===== src/rtl/ray_dispatch_ctrl.sv =====
`default_nettype none
// ============================================================================
//  Module      : ray_dispatch_ctrl
//  Description : Frame-level primary-ray scheduler. On an accepted start pulse
//                it walks the frame in raster order, issuing one pixel per
//                accepted cycle into the raster/shadowing/shader core. It caps
//                the number of pixels in flight, counts shader retirements and
//                pulses frame_done once every issued pixel has left the core.
//  Ports       : clk, reset            - clock, synchronous active-high reset
//                start                 - frame start pulse (honoured in IDLE)
//                frame_width/height    - frame size, latched on start
//                core_fifo_full        - core cannot accept a pixel this cycle
//                core_valid            - core retired one final pixel
//                add_input             - pixel issue strobe
//                pixel_x/pixel_y       - coordinate of the issued pixel
//                frame_id              - toggles per frame
//                outstanding           - pixels issued but not yet retired
//                busy/frame_done       - activity and completion pulse
//                underflow             - sticky retire-with-nothing-in-flight
//  Revision    : 1.0 - initial release
// ============================================================================
module ray_dispatch_ctrl #(
    parameter int X_WIDTH         = 11,
    parameter int Y_WIDTH         = 10,
    parameter int MAX_OUTSTANDING = 64,
    parameter int CNT_WIDTH       = 7
) (
    input  logic                 clk,
    input  logic                 reset,
    input  logic                 start,
    input  logic [X_WIDTH-1:0]   frame_width,
    input  logic [Y_WIDTH-1:0]   frame_height,
    input  logic                 core_fifo_full,
    input  logic                 core_valid,
    output logic                 add_input,
    output logic [X_WIDTH-1:0]   pixel_x,
    output logic [Y_WIDTH-1:0]   pixel_y,
    output logic                 frame_id,
    output logic [CNT_WIDTH-1:0] outstanding,
    output logic                 busy,
    output logic                 frame_done,
    output logic                 underflow
);

    localparam logic [1:0] S_IDLE  = 2'd0;
    localparam logic [1:0] S_ISSUE = 2'd1;
    localparam logic [1:0] S_DRAIN = 2'd2;
    localparam logic [1:0] S_DONE  = 2'd3;

    localparam logic [CNT_WIDTH-1:0] C_MAX_OUT = CNT_WIDTH'(MAX_OUTSTANDING);

    logic [1:0]           r_state;
    logic [1:0]           w_state_next;
    logic [X_WIDTH-1:0]   r_x;
    logic [Y_WIDTH-1:0]   r_y;
    logic [X_WIDTH-1:0]   r_w;
    logic [Y_WIDTH-1:0]   r_h;
    logic                 r_frame_id;
    logic [CNT_WIDTH-1:0] r_outstanding;
    logic [CNT_WIDTH-1:0] w_cnt_next;
    logic                 r_underflow;
    logic                 w_add;
    logic                 w_x_last;
    logic                 w_last_pixel;
    logic                 w_start_ok;
    logic                 w_retire_empty;

    assign w_start_ok   = (r_state == S_IDLE) && start;
    assign w_add        = (r_state == S_ISSUE) && !core_fifo_full &&
                          (r_outstanding != C_MAX_OUT);
    assign w_x_last     = (r_x == r_w - X_WIDTH'(1));
    assign w_last_pixel = w_x_last && (r_y == r_h - Y_WIDTH'(1));

    // A retire with nothing in flight (and no issue to cancel against) is an
    // upstream error: the counter saturates at zero instead of wrapping.
    assign w_retire_empty = core_valid && !w_add && (r_outstanding == '0);

    always_comb begin
        w_cnt_next = r_outstanding;
        if (w_add && !core_valid) begin
            w_cnt_next = r_outstanding + CNT_WIDTH'(1);
        end else if (!w_add && core_valid && !w_retire_empty) begin
            w_cnt_next = r_outstanding - CNT_WIDTH'(1);
        end
    end

    always_comb begin
        w_state_next = r_state;
        case (r_state)
            S_IDLE: begin
                if (start) begin
                    if ((frame_width == '0) || (frame_height == '0)) begin
                        w_state_next = S_DONE;
                    end else begin
                        w_state_next = S_ISSUE;
                    end
                end
            end
            S_ISSUE: begin
                if (w_add && w_last_pixel) begin
                    w_state_next = S_DRAIN;
                end
            end
            S_DRAIN: begin
                // Looking at the post-update count lets DONE land exactly one
                // cycle after the final retirement.
                if (w_cnt_next == '0) begin
                    w_state_next = S_DONE;
                end
            end
            default: begin
                w_state_next = S_IDLE;
            end
        endcase
    end

    always_ff @(posedge clk) begin
        if (reset) begin
            r_state       <= S_IDLE;
            r_x           <= '0;
            r_y           <= '0;
            r_w           <= '0;
            r_h           <= '0;
            r_frame_id    <= 1'b0;
            r_outstanding <= '0;
            r_underflow   <= 1'b0;
        end else begin
            r_state       <= w_state_next;
            r_outstanding <= w_cnt_next;
            if (w_retire_empty) begin
                r_underflow <= 1'b1;
            end
            if (w_start_ok) begin
                r_w        <= frame_width;
                r_h        <= frame_height;
                r_x        <= '0;
                r_y        <= '0;
                r_frame_id <= ~r_frame_id;
            end else if (w_add && !w_last_pixel) begin
                // The final pixel leaves x/y parked at the last coordinate.
                if (w_x_last) begin
                    r_x <= '0;
                    r_y <= r_y + Y_WIDTH'(1);
                end else begin
                    r_x <= r_x + X_WIDTH'(1);
                end
            end
        end
    end

    assign add_input   = w_add;
    assign pixel_x     = r_x;
    assign pixel_y     = r_y;
    assign frame_id    = r_frame_id;
    assign outstanding = r_outstanding;
    assign busy        = (r_state != S_IDLE);
    assign frame_done  = (r_state == S_DONE);
    assign underflow   = r_underflow;

endmodule
`default_nettype wire


===== config.mk =====
export PLATFORM = sky130hd
export DESIGN_NAME = ray_dispatch_ctrl
export DESIGN_NICKNAME = d
export VERILOG_FILES = /design/src/rtl/ray_dispatch_ctrl.sv
export SDC_FILE = /design/constraint.sdc
export NUM_CORES = 1
export LEC_CHECK = 0
export CAP_MARGIN = 10
export CORE_ASPECT_RATIO = 0.75
export CORE_MARGIN = 3
export CORE_UTILIZATION = 40
export CTS_CLUSTER_SIZE = 40
export DETAILED_ROUTE_END_ITERATION = 8
export PLACE_DENSITY = 0.66
export SYNTH_ARGS = -nofsm -noshare
export SYNTH_HDL_FRONTEND = slang
export SYNTH_SLANG_ARGS = --single-unit

===== constraint.sdc =====
create_clock -name clk -period 3.72 [get_ports clk]
set_clock_uncertainty 0.05 [all_clocks]
set_input_delay 0.744 -clock clk [delete_from_list [all_inputs] [get_ports clk]]
set_output_delay 0.744 -clock clk [all_outputs]
set_load 0.02 [all_outputs]

Word level (Yosys, flattened, before mapping)
Index checks and enable logic that the tools add are counted.
{"block": "totals", "regBits": 53, "in_bits": 26, "output_inout_bits": 33, "elab_cells": 57}
{"block": "op_classes", "addsub": 6, "n_eq_ne": 9, "muxes": 8, "n_bitwise": 1, "n_reduce_logical": 25}
{"cell": "$logic_not A7 Y1", "count": 2}
{"cell": "$mux W7", "count": 2}
{"cell": "$add A11 B1 Y11 const B", "count": 1}
{"cell": "$eq A11 B11 Y1", "count": 1}
{"cell": "$logic_not A11 Y1", "count": 1}
{"cell": "$mux W11", "count": 1}
{"cell": "$sub A11 B1 Y11 const B", "count": 1}
{"cell": "$add A10 B1 Y10 const B", "count": 1}
{"cell": "$eq A10 B10 Y1", "count": 1}
{"cell": "$logic_and A1 B1 Y1", "count": 10}
{"cell": "$logic_not A10 Y1", "count": 1}
{"cell": "$sub A10 B1 Y10 const B", "count": 1}
{"cell": "$mux W2", "count": 4}
{"cell": "$add A7 B1 Y7 const B", "count": 1}
{"cell": "$ne A7 B7 Y1 const B", "count": 1}
{"cell": "$sub A7 B1 Y7 const B", "count": 1}
{"cell": "$pmux W2 S3", "count": 1}
{"cell": "$logic_not A1 Y1", "count": 5}
{"cell": "$eq A2 B2 Y1 const B", "count": 2}
{"cell": "$ne A2 B2 Y1 const B", "count": 2}
{"cell": "$reduce_and A3 Y1", "count": 1}
{"cell": "$eq A2 B1 Y1 const B", "count": 1}
{"cell": "$logic_not A2 Y1", "count": 1}
{"cell": "$ne A2 B1 Y1 const B", "count": 1}
{"cell": "other kinds (5)", "count": 5}

Longest topological paths before layout
{"block": "depth", "ltp_word": 13, "ltp_mapped": 12, "ltp_nobuf": 11}

Worst setup path before layout
OpenSTA, ideal clock, no wires.
{"block": "synth_timing", "path_type": "reg-to-reg", "startpoint": "register r_outstanding[0], in the netlist outstanding[0]", "endpoint": "register r_state[0]", "setup_time_ns": 0.129, "t_arrival_ns": 2.607, "path_slack_ns": 0.935, "path_stages_with_launch": 11, "n_path_buf": 1, "period_less_slack_ns": 2.785, "cell_sequence": "dfxtp_1 -> inv_1 -> ha_1 -> clkbuf_1 -> and3_1 -> o32ai_1 -> xor2_1 -> o41a_1 -> a311oi_1 -> and2_1 -> o31ai_1"}
{"block": "synth_via", "elab_chain_len": 12, "elab_cells_between_ends": 18}
{"item": "start: declaration", "line": "59", "text": "logic [CNT_WIDTH-1:0] r_outstanding;"}
{"item": "start signal: assignment", "line": "129", "text": "r_outstanding <= w_cnt_next;"}
{"item": "$ne A7 B7 Y1", "line": "70", "text": "(r_outstanding != C_MAX_OUT);"}
{"item": "$logic_and A1 B1 Y1", "line": "69", "text": "assign w_add = (r_state == S_ISSUE) && !core_fifo_full &&"}
{"item": "$logic_not A1 Y1", "line": "76, 82"}
{"item": "$logic_and A1 B1 Y1", "line": "76, 82"}
{"item": "$logic_and A1 B1 Y1", "line": "76", "text": "assign w_retire_empty = core_valid && !w_add && (r_outstanding == '0);"}
{"item": "$logic_not A1 Y1", "line": "82", "text": "end else if (!w_add && core_valid && !w_retire_empty) begin"}
{"item": "$logic_and A1 B1 Y1", "line": "82"}
{"item": "$mux W7", "line": "82"}
{"item": "$mux W7", "line": "80", "text": "if (w_add && !core_valid) begin"}
{"item": "$logic_not A7 Y1", "line": "107", "text": "if (w_cnt_next == '0) begin"}
{"item": "$ne A2 B2 Y1 (no line)"}
{"item": "$reduce_and A3 Y1 (no line) (*)"}
{"item": "end signal: assignment", "line": "128", "text": "r_state <= w_state_next;"}
{"item": "end: declaration", "line": "52", "text": "logic [1:0] r_state;"}
Mark *: on every way between the ends. The rest lies on a longest branch, timed or not.
A chain may end at the register's enable or synchronous reset.

Worst setup path in the final report
{"block": "layout_timing", "startpoint": "register r_outstanding[3], in the netlist outstanding[3]", "endpoint": "output port add_input"}
{"block": "layout_via", "elab_chain_len": 2}
{"item": "$ne A7 B7 Y1", "line": "70"}
{"item": "$logic_and A1 B1 Y1", "line": "69"}
{"item": "end: declaration", "line": "35", "text": "output logic add_input,"}
No other way between the ends.

==> metrics.csv <==
metric,value,unit
status,"complete, no violations",
drc_errors,0,
cts_resized,0,
wire_per_inst,16.0,um
netlist_instances,437,
hold_viol_final,0,
grt_overflow,0,
cellLeakagePower,1.49,nW
worstPathArrival,2.50,ns
path_class,reg -> out,
final_cell_mix,"nand2_1 (60), clkdlybuf4s50_1 (58), dfxtp_1 (53)",
route.vias.total,3378,
syn-cell-area,3450,um^2
dr.first_iter.drc_count,216,
slew_headroom,46.4,%
final_nets,523,
ant_nets,0,
antenna_found_initial,0,
synth_seq_area_share,30.7,%
min_path_type,reg -> reg,
die-area,9800,um^2
maxSlewViolCount,0,
post_cts_buffers,0,
coreArea,8130,um^2
htreeDepth,2,
syn_nets,473,
fin_crit_sh,88.5,%
rsz0062_at_grt,false,
chipWidth,113,um
cp_cell_sequence,"nor4_4, and2_1, nand2_1, nand2_1, inv_1, clkdlybuf4s50_1",
cts_buffers,5,
synth_cell_type_count,67,
place_ws,0.253,ns
clockBufferDepth,2,
final.fill_count,825,
rows,28,
instances_no_fill,593,
peakVddDrop,0.348,mV
synth-edff-count,0,
grt_pass1_wl,15600,um
clk_pin_slew_worst_paths,0.07,ns
period_minus_slack,3.29,ns
drive_above_1_share,6.15,%
syn2layout_area_growth,24.0,%
placed_cells,585,
drtPass1Iterations,5,
ys.flop_type,dfxtp_1,
rrSetupSlack,0.66,ns
clock_sinks,53,
dpl.hpwl,7300,um
cp_slowest_cell,clkdlybuf4s50_1,
met1_usage,29.7,%
synth_seq_cells,53,
avgSynthCellArea,7.91,um^2
async_reset_ff_share,0,%
grt_util_all_layers,19.6,%
grt.busiest_layer,met1,
insertion_delay,0.29,ns
tightest_slew,0.804,ns
setup_viol,0,
end_kind,output port,
finalWorstSetupSlack,0.429,ns
grt_max_degree,35,
tritoncts,built,
crit_fanout,12,
io_pins,59,
cts.hold.buffers_added,0,
first_global_vias,3108,
max_freq,304,MHz
start_util,42.5,%
cp-start-kind,register,
worst_path_most_repeated_cell,nand2_1,
port-buffer-count,58,
worstPathRequired,2.93,ns
power_density,585,nW/um^2
die_y,86.5,um
setup-tns-final,0,ns
gr-usage-met3,4.33,%
vias_per_cell,5.70,
cts-root-buf,clkbuf_16,
n_antenna_cell,0,
wl,9500,um
gp_routability_congestion,0.877,
drv_cap,0,
layout_commonest_cell,nand2_1,
cpPeakStageDelay,0.54,ns
yosys_warnings,0,
use_met2,28.7,%
-- registers in the layout (all words and copies together) (netlist names) --
| register | flops |
|---|---|
| outstanding | 7 |
| underflow | 1 |
| pixel_y | 10 |
| r_w | 11 |
| r_h | 10 |
| pixel_x | 11 |
| frame_id | 1 |
| r_state | 2 |
-- Yosys cell counts (6+ instances only) --
library cell   n  area share (%)
a21oi_1       36             5.2
nor4_1         9             1.6
o21ai_0       15             2.2
dfxtp_1       53              31
xor2_1        13             3.3
nor2_1        32             3.5
nand2b_1       6             1.1
xnor2_1       26             6.6
nor3_1        12             1.7
nand3b_1       6             1.3
nand3_1       12             1.7
or3_1         12             2.2
inv_1         16             1.7
ha_1          10             3.6
clkbuf_1      24             2.6
nand2_1       60             6.5
-- area by class of cell --
| class | instances | area [um^2] | area share, % |
|---|---|---|---|
| clock inverters | 2 | 10.0 | 0.234 |
| clock buffers | 6 | 129 | 3.01 |
| inverters | 16 | 60.1 | 1.40 |
| multi-input cells | 342 | 2230 | 52.1 |
| well taps | 105 | 131 | 3.07 |
| flip-flops and latches | 53 | 1060 | 24.8 |
| repair buffers | 69 | 663 | 15.5 |
-- cell families after synthesis --
| family | share of synthesized area, % |
|---|---|
| compound gates | 20.8 |
| mux | 0.869 |
| xor+xnor | 9.89 |
| buf+inv | 4.71 |
| flops | 30.7 |
| simple gates | 29.4 |
| fa+ha+maj | 3.62 |
-- path summary, 6_finish.rpt --
kind	from	endpoint	cells after the start
setup reg to reg	r_w[0]$_SDFFE_PP0P_	r_state[0]$_SDFFE_PP0P_	10
hold / removal	r_w[10]$_SDFFE_PP0P_	r_w[10]$_SDFFE_PP0P_	2
hold reg to reg	r_w[10]$_SDFFE_PP0P_	r_w[10]$_SDFFE_PP0P_	2
setup / recovery	outstanding[3]$_SDFF_PP0_	add_input	6
-- power breakdown --
group          switching [mW]  internal (mW)  total [mW]
registers               0.145          0.655       0.800
clock network           0.204          0.248       0.452
logic                   0.711          0.545        1.26
-- stage by stage --
step | util [%] | hold WS, ns | total power, mW | instance area [um^2]
after floorplan | - | 0.395 | 1.65 | 3450
final | 52.7 | 0.427 | 2.51 | 4290
after global placement | 51.0 | 0.411 | 2.03 | 4150
after CTS | 52.7 | 0.428 | 2.50 | 4290
after global routing | 52.7 | 0.455 | 2.68 | 4290
after detailed placement | 51.0 | 0.418 | 2.04 | 4150
-- metal layers --
layer  wire length, um  share of wire [%]
met3               764                8.0
met4               146                1.5
met1              4820                 51
met5                 0                  0
met2              3760                 40
-- worst max-delay path, delay by kind of cell, from the launching register on --
kind	cells	cell delay, ns
flops	1	0.48
buf+inv	2	0.61
simple gates	4	1.11
Power figures use the tool's default switching activity.
